File: src/rtl/memory_writer_wiener.sv
// rtl/memory_writer_wiener.sv - block-ordered pixel stream to raster-layout AXI4 write bursts
// Ports:
//   clk, rst              clock, synchronous active-high reset
//   frame_height/width    frame geometry in pixels, sampled on start_of_frame
//   base_addr_in          frame byte base address, sampled on start_of_frame
//   start_of_frame        arms a new frame (ignored unless idle)
//   data_in/valid/ready   block-ordered filtered pixel input
//   aw*, w*, b*           AXI4 write address, data and response channels
//   frame_done            one-cycle pulse after the last response of a frame
//   write_error           sticky flag, set on any non-OKAY response
module memory_writer_wiener #(
  parameter int ADDR_WIDTH = 32,
  parameter int DATA_WIDTH = 32,
  parameter int BLOCK_SIZE = 4
) (
  input  logic                    clk,
  input  logic                    rst,
  input  logic [15:0]             frame_height,
  input  logic [15:0]             frame_width,
  input  logic [ADDR_WIDTH-1:0]   base_addr_in,
  input  logic                    start_of_frame,
  input  logic [DATA_WIDTH-1:0]   data_in,
  input  logic                    data_valid,
  output logic                    data_ready,
  output logic [ADDR_WIDTH-1:0]   awaddr,
  output logic [7:0]              awlen,
  output logic [2:0]              awsize,
  output logic [1:0]              awburst,
  output logic                    awvalid,
  input  logic                    awready,
  output logic [DATA_WIDTH-1:0]   wdata,
  output logic [DATA_WIDTH/8-1:0] wstrb,
  output logic                    wlast,
  output logic                    wvalid,
  input  logic                    wready,
  input  logic [1:0]              bresp,
  input  logic                    bvalid,
  output logic                    bready,
  output logic                    frame_done,
  output logic                    write_error
);

  localparam int SIZE_LOG2 = $clog2(DATA_WIDTH / 8);
  localparam int IW = $clog2(BLOCK_SIZE);
  localparam logic [IW-1:0] LAST_IDX = IW'(BLOCK_SIZE - 1);

  typedef enum logic [2:0] {IDLE, FILL, AW, W, B} state_t;

  state_t                state;
  logic [ADDR_WIDTH-1:0] base;
  logic [15:0]           width_q;
  logic [15:0]           blocks_x;
  logic [15:0]           blocks_y;
  logic [15:0]           blk_row;
  logic [15:0]           blk_col;
  logic [IW-1:0]         row_in_blk;
  logic [IW-1:0]         idx;
  logic [IW-1:0]         beat;
  logic [DATA_WIDTH-1:0] row_buf [BLOCK_SIZE];

  logic [15:0]           sof_bx;
  logic [15:0]           sof_by;
  logic [IW-1:0]         beat_nx;
  logic                  last_burst;
  logic [ADDR_WIDTH-1:0] pix_row;
  logic [ADDR_WIDTH-1:0] pix_off;
  logic [ADDR_WIDTH-1:0] burst_addr;

  assign awlen   = 8'(BLOCK_SIZE - 1);
  assign awsize  = 3'(SIZE_LOG2);
  assign awburst = 2'b01;
  assign wstrb   = '1;

  assign sof_bx  = frame_width / 16'(BLOCK_SIZE);
  assign sof_by  = frame_height / 16'(BLOCK_SIZE);
  assign beat_nx = beat + IW'(1);

  // Final row of the final block of the frame: counters wrap all the way round.
  assign last_burst = (row_in_blk == LAST_IDX) && (blk_col == blocks_x - 16'd1) &&
                      (blk_row == blocks_y - 16'd1);

  // Raster byte address of the row segment held in the buffer; wraps at ADDR_WIDTH.
  always_comb begin
    pix_row    = ADDR_WIDTH'(blk_row) * ADDR_WIDTH'(BLOCK_SIZE) + ADDR_WIDTH'(row_in_blk);
    pix_off    = pix_row * ADDR_WIDTH'(width_q) + ADDR_WIDTH'(blk_col) * ADDR_WIDTH'(BLOCK_SIZE);
    burst_addr = base + (pix_off << SIZE_LOG2);
  end

  always_ff @(posedge clk) begin
    if (rst) begin
      state       <= IDLE;
      base        <= '0;
      width_q     <= '0;
      blocks_x    <= '0;
      blocks_y    <= '0;
      blk_row     <= '0;
      blk_col     <= '0;
      row_in_blk  <= '0;
      idx         <= '0;
      beat        <= '0;
      data_ready  <= 1'b0;
      awaddr      <= '0;
      awvalid     <= 1'b0;
      wdata       <= '0;
      wlast       <= 1'b0;
      wvalid      <= 1'b0;
      bready      <= 1'b0;
      frame_done  <= 1'b0;
      write_error <= 1'b0;
    end else begin
      frame_done <= 1'b0;
      case (state)
        IDLE: begin
          if (start_of_frame) begin
            base       <= base_addr_in;
            width_q    <= frame_width;
            blocks_x   <= sof_bx;
            blocks_y   <= sof_by;
            blk_row    <= '0;
            blk_col    <= '0;
            row_in_blk <= '0;
            idx        <= '0;
            if (sof_bx != 16'd0 && sof_by != 16'd0) begin
              state      <= FILL;
              data_ready <= 1'b1;
            end else begin
              // Nothing to write: report completion immediately.
              frame_done <= 1'b1;
            end
          end
        end
        FILL: begin
          if (data_valid && data_ready) begin
            row_buf[idx] <= data_in;
            if (idx == LAST_IDX) begin
              idx        <= '0;
              data_ready <= 1'b0;
              awaddr     <= burst_addr;
              awvalid    <= 1'b1;
              state      <= AW;
            end else begin
              idx <= idx + IW'(1);
            end
          end
        end
        AW: begin
          if (awready) begin
            awvalid <= 1'b0;
            wvalid  <= 1'b1;
            wdata   <= row_buf[0];
            wlast   <= 1'b0;
            beat    <= '0;
            state   <= W;
          end
        end
        W: begin
          if (wready) begin
            if (beat == LAST_IDX) begin
              wvalid <= 1'b0;
              wlast  <= 1'b0;
              bready <= 1'b1;
              state  <= B;
            end else begin
              beat  <= beat_nx;
              wdata <= row_buf[beat_nx];
              wlast <= (beat_nx == LAST_IDX);
            end
          end
        end
        B: begin
          if (bvalid) begin
            bready <= 1'b0;
            if (bresp != 2'b00) write_error <= 1'b1;
            // Stream order: rows within a block, then blocks across, then block rows down.
            if (row_in_blk == LAST_IDX) begin
              row_in_blk <= '0;
              if (blk_col == blocks_x - 16'd1) begin
                blk_col <= '0;
                if (blk_row == blocks_y - 16'd1) blk_row <= '0;
                else blk_row <= blk_row + 16'd1;
              end else begin
                blk_col <= blk_col + 16'd1;
              end
            end else begin
              row_in_blk <= row_in_blk + IW'(1);
            end
            if (last_burst) begin
              frame_done <= 1'b1;
              state      <= IDLE;
            end else begin
              data_ready <= 1'b1;
              state      <= FILL;
            end
          end
        end
        default: state <= IDLE;
      endcase
    end
  end

endmodule

File: config.mk
export PLATFORM = sky130hd
export DESIGN_NAME = memory_writer_wiener
export DESIGN_NICKNAME = d
export VERILOG_FILES = /design/src/rtl/memory_writer_wiener.sv
export SDC_FILE = /design/constraint.sdc
export NUM_CORES = 1
export LEC_CHECK = 0
export BUFFER_PORTS_ARGS = -buffer_cell sky130_fd_sc_hd__buf_4
export CAP_MARGIN = 20
export CELL_PAD_IN_SITES_DETAIL_PLACEMENT = 0
export CELL_PAD_IN_SITES_GLOBAL_PLACEMENT = 1
export CORE_MARGIN = 2
export CORE_UTILIZATION = 44
export CTS_BUF_LIST = sky130_fd_sc_hd__clkbuf_4 sky130_fd_sc_hd__clkbuf_8
export DETAILED_ROUTE_END_ITERATION = 8
export PLACE_DENSITY_LB_ADDON = 0.1
export SYNTH_ARGS = -nofsm -noshare
export SYNTH_HDL_FRONTEND = slang
export SYNTH_SLANG_ARGS = --single-unit
File: constraint.sdc
create_clock -name clk -period 7.4 [get_ports clk]
set_clock_uncertainty 0.2 [all_clocks]
set_input_delay 0.37 -clock clk [delete_from_list [all_inputs] [get_ports clk]]
set_output_delay 0.37 -clock clk [all_outputs]
set_load 0.01 [all_outputs]
## After elaboration in Yosys (flattened, before gate mapping)

Memories as Yosys holds them, arrays and structs flattened.
Cells that the tools add are included.

- Register bits after elaboration: 188
- Memory bits (writable): 128
- Output and inout bits: 88
- Logic and storage cells: 147
- Memories: 1

- Add/sub/neg operators: 10
- $mul: 1
- Eq/ne operators: 22
- Muxes and demuxes: 66
- Reductions and logical operators: 28

Memories:

| name | words | width | read ports | clocked after Yosys merged registers in | write ports | RTL line | source |
|---|---|---|---|---|---|---|---|
| row_buf | 4 | 32 | 2 | 0 | 1 | 59 | `logic [DATA_WIDTH-1:0] row_buf [BLOCK_SIZE];` |

Operators by type and width:

| cell | count |
|---|---|
| $mux 16 | 8 |
| $mux 32 | 3 |
| $pmux 16 s2 | 2 |
| $pmux 32 s2 | 1 |
| $add 16x1->16 const B | 2 |
| $add 32x32->32 | 1 |
| $eq 16x16->1 | 2 |
| $reduce_bool 16->1 | 2 |
| $add 30x18->30 | 1 |
| $mul 19x16->30 | 1 |
| $sub 14x1->15 const B | 2 |
| $mux 1 | 26 |
| $mux 3 | 8 |
| $ne 2x2->1 const B | 12 |
| $reduce_and 4->1 | 5 |
| $add 18x2->19 | 1 |
| $mux 2 | 8 |
| $pmux 3 s5 | 1 |
| $reduce_and 3->1 | 5 |
| $pmux 2 s2 | 3 |
| $reduce_bool 2->1 | 6 |
| $pmux 1 s2 | 5 |
| $eq 2x2->1 const B | 4 |
| $reduce_and 8->1 | 1 |
| 11 further kinds | 17 |

## Logic depth before layout (Yosys ltp)

Gate-level depths: netlist of the first run.

- Depth after elaboration: 7
- Depth in mapped cells: 34
- Mapped depth without buffers: 33

## Least setup slack after synthesis of the first run

Ideal clock, no wire load.

- Path type: register to register
- Start: register blk_row[8]
- End: register awaddr[31]
- Library setup time: 0.074 ns
- Data arrival time: 7.335 ns
- Required time: 7.126 ns
- Setup slack: -0.209 ns
- Cell stages (with the launch flop): 31
- Period minus slack after synthesis: 7.609 ns
- Path through: dfxtp_1 clkbuf_1 clkbuf_1 nand2_1 fa_1 fa_1 fa_1 fa_1 inv_1 fa_1 inv_1 fa_1 inv_1 ha_1 a21oi_1 nand2_1 nor2_1 a211oi_1 o21ai_0 nand2b_1 a21oi_1 xnor2_1 ha_1 nand3_1 nand2b_1 a21oi_1 o311ai_0 o211a_1 o21a_1 a211o_1 a31oi_1

- Word-level cells in the longest chain between the ends: 4

Ends and longest elaborated chain:

| element | RTL line | source |
|---|---|---|
| from (decl) | 54 | `logic [15:0] blk_row;` |
| from (signal assigned) | 180 | `else blk_row <= blk_row + 16'd1;` |
| $add 18x2->19 | 84 | `pix_row = ADDR_WIDTH'(blk_row) * ADDR_WIDTH'(BLOCK_SIZE) + ADDR_WIDTH'(row_in_blk);` |
| $mul 19x16->30 | 85 | `pix_off = pix_row * ADDR_WIDTH'(width_q) + ADDR_WIDTH'(blk_col) * ADDR_WIDTH'(BLOCK_SIZE);` |
| $add 30x18->30 | 85 |  |
| $add 32x32->32 | 86 | `burst_addr = base + (pix_off << SIZE_LOG2);` |
| to (signal assigned) | 138 | `awaddr <= burst_addr;` |
| to (decl) | 25 | `output logic [ADDR_WIDTH-1:0] awaddr,` |

No other way between the ends.
A chain may end at the register's enable or synchronous reset.

## Worst setup path after layout of the first run

- Start: register width_q[4]
- End: register awaddr[25]

- Word-level cells in the longest chain between the ends: 3

Ends and longest elaborated chain:

| element | RTL line | source |
|---|---|---|
| from (decl) | 51 | `logic [15:0] width_q;` |
| from (signal assigned) | 116 | `width_q <= frame_width;` |
| $mul 19x16->30 | 85 |  |
| $add 30x18->30 | 85 |  |
| $add 32x32->32 | 86 |  |

No other way between the ends.

==> results of run 1 <==
[through the flow]
stage	hold slack (ns)	power [uW]
6_report	0.245	4570
3_5_place_dp	0.242	2710
4_1_cts	0.199	4590
3_3_place_gp	0.238	2700
2_1_floorplan	0.232	2380
5_1_grt	0.227	4770
[final cells by class]
class	instances	area [um2]	area share [%]
diodes	1	2.50	0.00840
clock buffers	88	1060	3.56
clock inverters	14	181	0.609
inverters	337	1260	4.24
multi-input cells	1759	14700	49.3
flip-flops and latches	302	7390	24.8
well taps	688	861	2.89
repair buffers	513	4360	14.6
[synth_stat cells, types with 18 or more instances]
master / number / share of area, %
nand2_1: 401 / 6.4
inv_1: 337 / 5.4
fa_1: 234 / 20
dfxtp_1: 174 / 15
a21oi_1: 160 / 3.4
nor2_1: 129 / 2.1
edfxtp_1: 128 / 16
ha_1: 128 / 6.8
clkbuf_1: 124 / 2.0
and2_1: 117 / 3.1
xnor2_1: 82 / 3.1
o21ai_0: 60 / 1.3
nand3_1: 35 / 0.75
nor3_1: 35 / 0.75
a211oi_1: 34 / 1.1
xor2_1: 33 / 1.2
or3_1: 29 / 0.77
a21o_1: 22 / 0.70
mux2_2: 22 / 1.1
buf_4: 21 / 0.67
o22ai_1: 21 / 0.56
nand4_1: 18 / 0.48
[metal layers]
metal	part of all wire, %	up-vias
li1	-	9136
met1	43	9420
met2	49	434
met3	5.4	111
met4	2.6	0
met5	0	-
[power groups by stage]
stage	Sequential [uW]	Clock [uW]	Combinational, uW
global placement	1900	0	798
floorplan	1870	0	508
CTS	1870	1830	884
detailed placement	1910	0	806
finish	1870	1790	907
global route	1880	1900	990
[sequential cells by signal, summed over array words and instances, names as in the netlist, 3 cells and up]
signal and count:
blocks_y 14, awaddr 32, blk_row 16, wdata 32, base 32, state 3, width_q 15, row_buf 128
blk_col 16
[path summary, 6_finish.rpt]
kind | from | endpoint | slack, ns
worst max-delay path | width_q[4] | awaddr[25] | 0.07
worst min-delay path | data_in[8] | row_buf[0][8] | 0.24
worst max register to register | width_q[4] | awaddr[25] | 0.07
worst min register to register | awaddr[5] | awaddr[5] | 0.26
[what timing repair did]
| action | 4_1_cts | 5_1_grt |
|---|---|---|
| cloned | 0 | 1 |
| setup endpoints to repair | 8 | 14 |
| hold buffers | 119 | 0 |
| endpoints found under the hold margin | 205 | 0 |
| buffers inserted | 9 | 11 |
| pin swaps | 24 | 93 |
| gates resized for setup | 59 | 101 |
[cell families (layout without fill, tap and decap cells)]
family	count (synthesis)	count (layout)	synth area share, %
AO/OA/AOI/OAI	379	379	9.96
XOR/XNOR	116	116	4.39
adder cells (fa/ha/maj)	362	362	26.8
buffers and inverters	494	952	8.30
flip-flops	302	302	31.2
multiplexers	39	39	2.37
other	2	18	0.0320
AND/OR/NAND/NOR	846	846	16.9
[worst max-delay path, delay by kind of cell, from the launching register on]
family | cells | cell delay (ns)
fa+ha+maj | 8 | 3.64
compound gates | 7 | 0.92
xor+xnor | 2 | 0.52
simple gates | 4 | 0.60
flops | 1 | 0.38
buf+inv | 9 | 0.87
==> run metrics, run 1 <==
power share of the combinational group=19.8%; register bit count reported by yosys=302; Chip Height=roughly 230 um; Hold Path Stages=2; Post-Layout Cell Count=3,702; crit path max-delay cell type=fa_1; maximum clock rate=136 MHz; Synth Instances=2,540; grt met1 use=~33%; Crit. End Element=flop; met2 Track Usage GR=42.3%; CTS sink cnt=just over 300; Worst EP arrival=between 7 and 8 ns; initial core utilization=44.6%; number of fill cells=4,754; gr busiest metal=met2; M3 GR Usage=4.53%; drt initial violations=996; outcome=finished, final reports clean; DRC viols=0; Clock transition at path regs=0.07 ns; clock latency on the worst-skew pair=~0.67 ns; most common cell after layout, fill and taps aside=nand2_1; period utilization=99.0%; part of the power in registers=41.0%; clock power share=between 30% and 40%; Avg WL per Cell=18.7 um; Max-slew headroom=43.0%; Primary FF master, synth=dfxtp_1; CTS tree=done; Int Pwr=3230 uW; biggest cell delay along the critical path=about 0.57 ns; Critical Path Most Common Cell=fa_1; DP Wirelength=51.7 mm; pins over their slew limit=0; Final nets=~3,400; post-route ant nets=0; PwrDens=153 mW/mm2; CTS H-tree depth=2; fin util=56.6%; Vias/cell=between 5 and 6; largest net degree at the start of global routing=~70; gr ovfl total=0; Seq/Total Area, Yosys=31.2%; # Max-Cap Violations=0; critical path required time=7.68 ns; first-pass GRT wire length=~110 mm; routability congestion estimate=about 0.85; Cell Count Post-Placement=3,459; Tightest Pin Transition=approximately 0.86 ns; Netlist cell types=72; RSZ-0062 raised after global routing=true; Synth Warn #=0; cells on worst reg2reg path=30; Final Cell Area=~0.030 mm2; Clk Tree Root Cell=clkbuf_8; detailed-route via count=19,101; Critical Path Source Type=flop; antenna violations before repair=1; PortBufs=173; core area=0.0527 mm2; Post-synth EDFFs=128; switch share=29.3%; ys async rst share=0%; 1st-pass router iterations=5; mean area per synthesized cell=around 9.2 um2; Netlist Area Pre-Place=0.0235 mm2; final hold violations=0; P_leak=0.0132 uW; die area=0.0552 mm2; total CTS buffers=54; Post-Route WL=about 69 mm; PnR worst setup slack=0.0727 ns; GRT Util Overall=25.0%; Crit Path Class=flop to flop; synthesis-to-layout area growth=27.0%; number of setup violations in the final report=0; clock tree buffer depth=3; dpl cell area=0.0266 mm2; IO Count=between 150 and 200; vias in the first global route=19,993; fin crit period=7.33 ns; most frequent cells in the layout=nand2_1, buf_4, inv_1, fa_1; pre-CTS WS=-0.341 ns; TNS Setup=0 ns; Peak VDD IR=150 uV; row count=84; CP Max Fanout=8; fraction of layout cells with a size suffix above 1=around 22%; NetSw=1340 uW; worst hold path type=input port to flop; Die X=235 um
(Power assumes the default switching activity.)
==> run 2: changes to the inputs <==
--- a/config.mk
+++ b/config.mk
@@ -10,8 +10,9 @@
 export CELL_PAD_IN_SITES_DETAIL_PLACEMENT = 0
 export CELL_PAD_IN_SITES_GLOBAL_PLACEMENT = 1
 export CORE_MARGIN = 2
-export CORE_UTILIZATION = 44
+export CORE_UTILIZATION = 49
 export CTS_BUF_LIST = sky130_fd_sc_hd__clkbuf_4 sky130_fd_sc_hd__clkbuf_8
+export CTS_CLUSTER_DIAMETER = 80
 export DETAILED_ROUTE_END_ITERATION = 8
 export PLACE_DENSITY_LB_ADDON = 0.1
 export SYNTH_ARGS = -nofsm -noshare
==> constraint.sdc (replaced) <==
create_clock -name clk -period 7.1 [get_ports clk]
set_clock_uncertainty 0.2 [all_clocks]
set_input_delay 0.355 -clock clk [delete_from_list [all_inputs] [get_ports clk]]
set_output_delay 0.355 -clock clk [all_outputs]
set_load 0.01 [all_outputs]
==> run 2 against run 1 <==
Compared with the run above: core utilization is 6.3 points higher; clock-buffer cell count is 23 lower; sequential share of layout area is 0.067 points lower; worst hold slack worse by 0.19 ns; total power is 3.2% higher; first-iteration DRC count is 10% higher; largest cell class unchanged; the run now ends with negative setup slack left; global-route usage is 2.5 points higher; sequential power is 5% higher; largest power group unchanged; register-to-register slack worse by 0.33 ns; die area is 10% lower; design area is 0.29% higher; highest routed layer unchanged; final cell count is 2.0% lower.
==> run metrics, run 2 (same netlist as run 1, synthesis figures left out) <==
GRT Util Overall=27.4% (+2.5 points); Die X=223 um (-5.2%); # Max-Cap Violations=0 (unchanged); pre-CTS WS=-0.354 ns (-0.0126 ns); biggest cell delay along the critical path=0.55 ns (-0.02 ns); pins over their slew limit=0 (unchanged); CTS tree=done; n_diodes=0 (-1); Reg2Reg Setup Slack=-0.26 ns (-0.33 ns); Critical Path Source Type=flop; fraction of layout cells with a size suffix above 1=24.0% (+2.1 points); RSZ-0062 raised after global routing=true; hold-critical path endpoint=wdata[8]; vias in the first global route=20,124 (+0.66%); number of setup violations in the final report=6 (+6); PortBufs=173 (unchanged); Avg WL per Cell=18.6 um (-0.19%); IO Count=193 (unchanged); post-route ant nets=0 (unchanged); DP Wirelength=50.5 mm (-2.3%); power share of the combinational group=19.9% (about the same); clock tree buffer depth=3 (unchanged); Worst EP arrival=7.68 ns (+0.07 ns); switch share=29.4% (+0.076 points); reg2reg end=awaddr[30]; row count=80 (-4.8%); most common cell after layout, fill and taps aside=nand2_1; Tightest Pin Transition=1.08 ns (+0.222 ns); TNS Setup=-1.05 ns (-1.05 ns); Crit Path Class=flop to flop; Max-slew headroom=28.2% (-15 points); max FFs per register=128 (unchanged); synthesis-to-layout area growth=27.4%; DRC viols=0 (unchanged); fin crit period=7.36 ns (+0.0310 ns); antenna violations before repair=0 (-1); Vias/cell=5.30 (+2.7%); buffers and inverters on the worst path=5 (-4); origin of the critical flop-to-flop path=width_q[4]; Int Pwr=3330 uW (+3.1%); 1st-pass router iterations=6 (+1); Post-Layout Cell Count=3,629 (-2.0%); largest net degree at the start of global routing=87 (+21%); most frequent cells in the layout=nand2_1, buf_4, inv_1, fa_1, dfxtp_1; die area=0.0497 mm2 (-10%); clock latency on the worst-skew pair=0.66 ns (about the same); Hold Path Stages=2 (unchanged); Clock transition at path regs=0.06 ns (about the same); Clk Tree Root Cell=clkbuf_8; NetSw=1390 uW (+3.5%); outcome=complete, but fails checks; initial core utilization=49.4% (+4.8 points); maximum clock rate=136 MHz (-0.42%); failing checks=negative setup slack; PwrDens=158 mW/mm2 (+2.9%); Post-Route WL=67.6 mm (-2.2%); clock power share=38.6% (-0.5 points); Final nets=3,436 (+0.058%); crit path max-delay cell type=fa_1; P_leak=0.0131 uW (-0.21%); drt initial violations=1,098 (+10%); Top reg by flops=row_buf; core area=0.0475 mm2 (-9.7%); CP Max Fanout=6 (-2); Crit. End Element=flop; critical path's top delay family=adder cells; gr ovfl total=0 (unchanged); hold_sp=rst; first-pass GRT wire length=107 mm (-2.1%); detailed-route via count=19,232 (+0.69%); Cell Count Post-Placement=3,398 (-1.8%); period utilization=104% (+4.6 points); Chip Height=223 um (-5.2%); cells on worst reg2reg path=31 (+3.3%); CTS sink cnt=302 (unchanged); routability congestion estimate=0.904 (+6.4%); part of the power in registers=41.5% (+0.5 points); worst hold path type=input port to flop; Peak VDD IR=247 uV (+64%); final hold violations=0 (unchanged); total CTS buffers=54 (unchanged); critical path required time=7.42 ns (-0.26 ns); PnR worst setup slack=-0.258 ns (-0.331 ns); CTS H-tree depth=2 (unchanged)
-- run 2: how the worst max path moves through the flow --
stage          startpoint          to  slack, ns  cells past startpoint
5_1_grt        width_q[6]  awaddr[31]      -0.54                     29
2_1_floorplan  width_q[2]  awaddr[31]     -0.001                     32
3_3_place_gp   blk_row[7]  awaddr[30]      -0.27                     28
4_1_cts        width_q[6]  awaddr[31]      -0.18                     31
3_5_place_dp   width_q[5]  awaddr[31]      -0.35                     31
6_report       width_q[4]  awaddr[30]      -0.26                     31
-- run 2: timing repair --
action | CTS | global route
endpoints found under the hold margin | 199 | 0
pin swaps | 50 | 95
setup buffers | 15 | 17
endpoints found under the setup margin | 13 | 17
gates resized for setup | 79 | 136
hold buffers | 102 | 0
-- run 2: area by class of cell --
cell class | instances | area, um2
clock inverters | 36 | 347
fillers | 3987 | 17700
well taps | 615 | 769
multi-input cells | 1759 | 15000
inverters | 337 | 1260
repair buffers | 515 | 4300
clock buffers | 65 | 863
flip-flops and latches | 302 | 7390
-- run 2: per-layer routing --
metal  GRT usage [%]  routed length [um]  share of wire [%]
met5               0                   0                  0
met4            8.40                1830                2.7
met3            6.14                4470                6.6
met2            46.6               32800                 49
met1            34.9               28500                 42
-- run 2: metrics by stage --
stage	total power (uW)	hold slack, ns	area [um2]	util, %
after floorplan	2490	0.232	23700	-
after global placement	2820	0.235	26700	56.1
after detailed placement	2840	0.252	26700	56.1
after CTS	4730	0.0220	29300	61.6
after global routing	4920	0.0464	29900	62.9
final	4720	0.0590	29900	62.9
-- run 2: power by group through the flow --
stage                     sequential (uW)  clock [uW]  combinational (uW)
final                                1960        1820                 937
after global routing                 1970        1930                1020
after CTS                            1960        1860                 907
after detailed placement             1990           0                 845
after global placement               1990           0                 833
after floorplan                      1950           0                 536
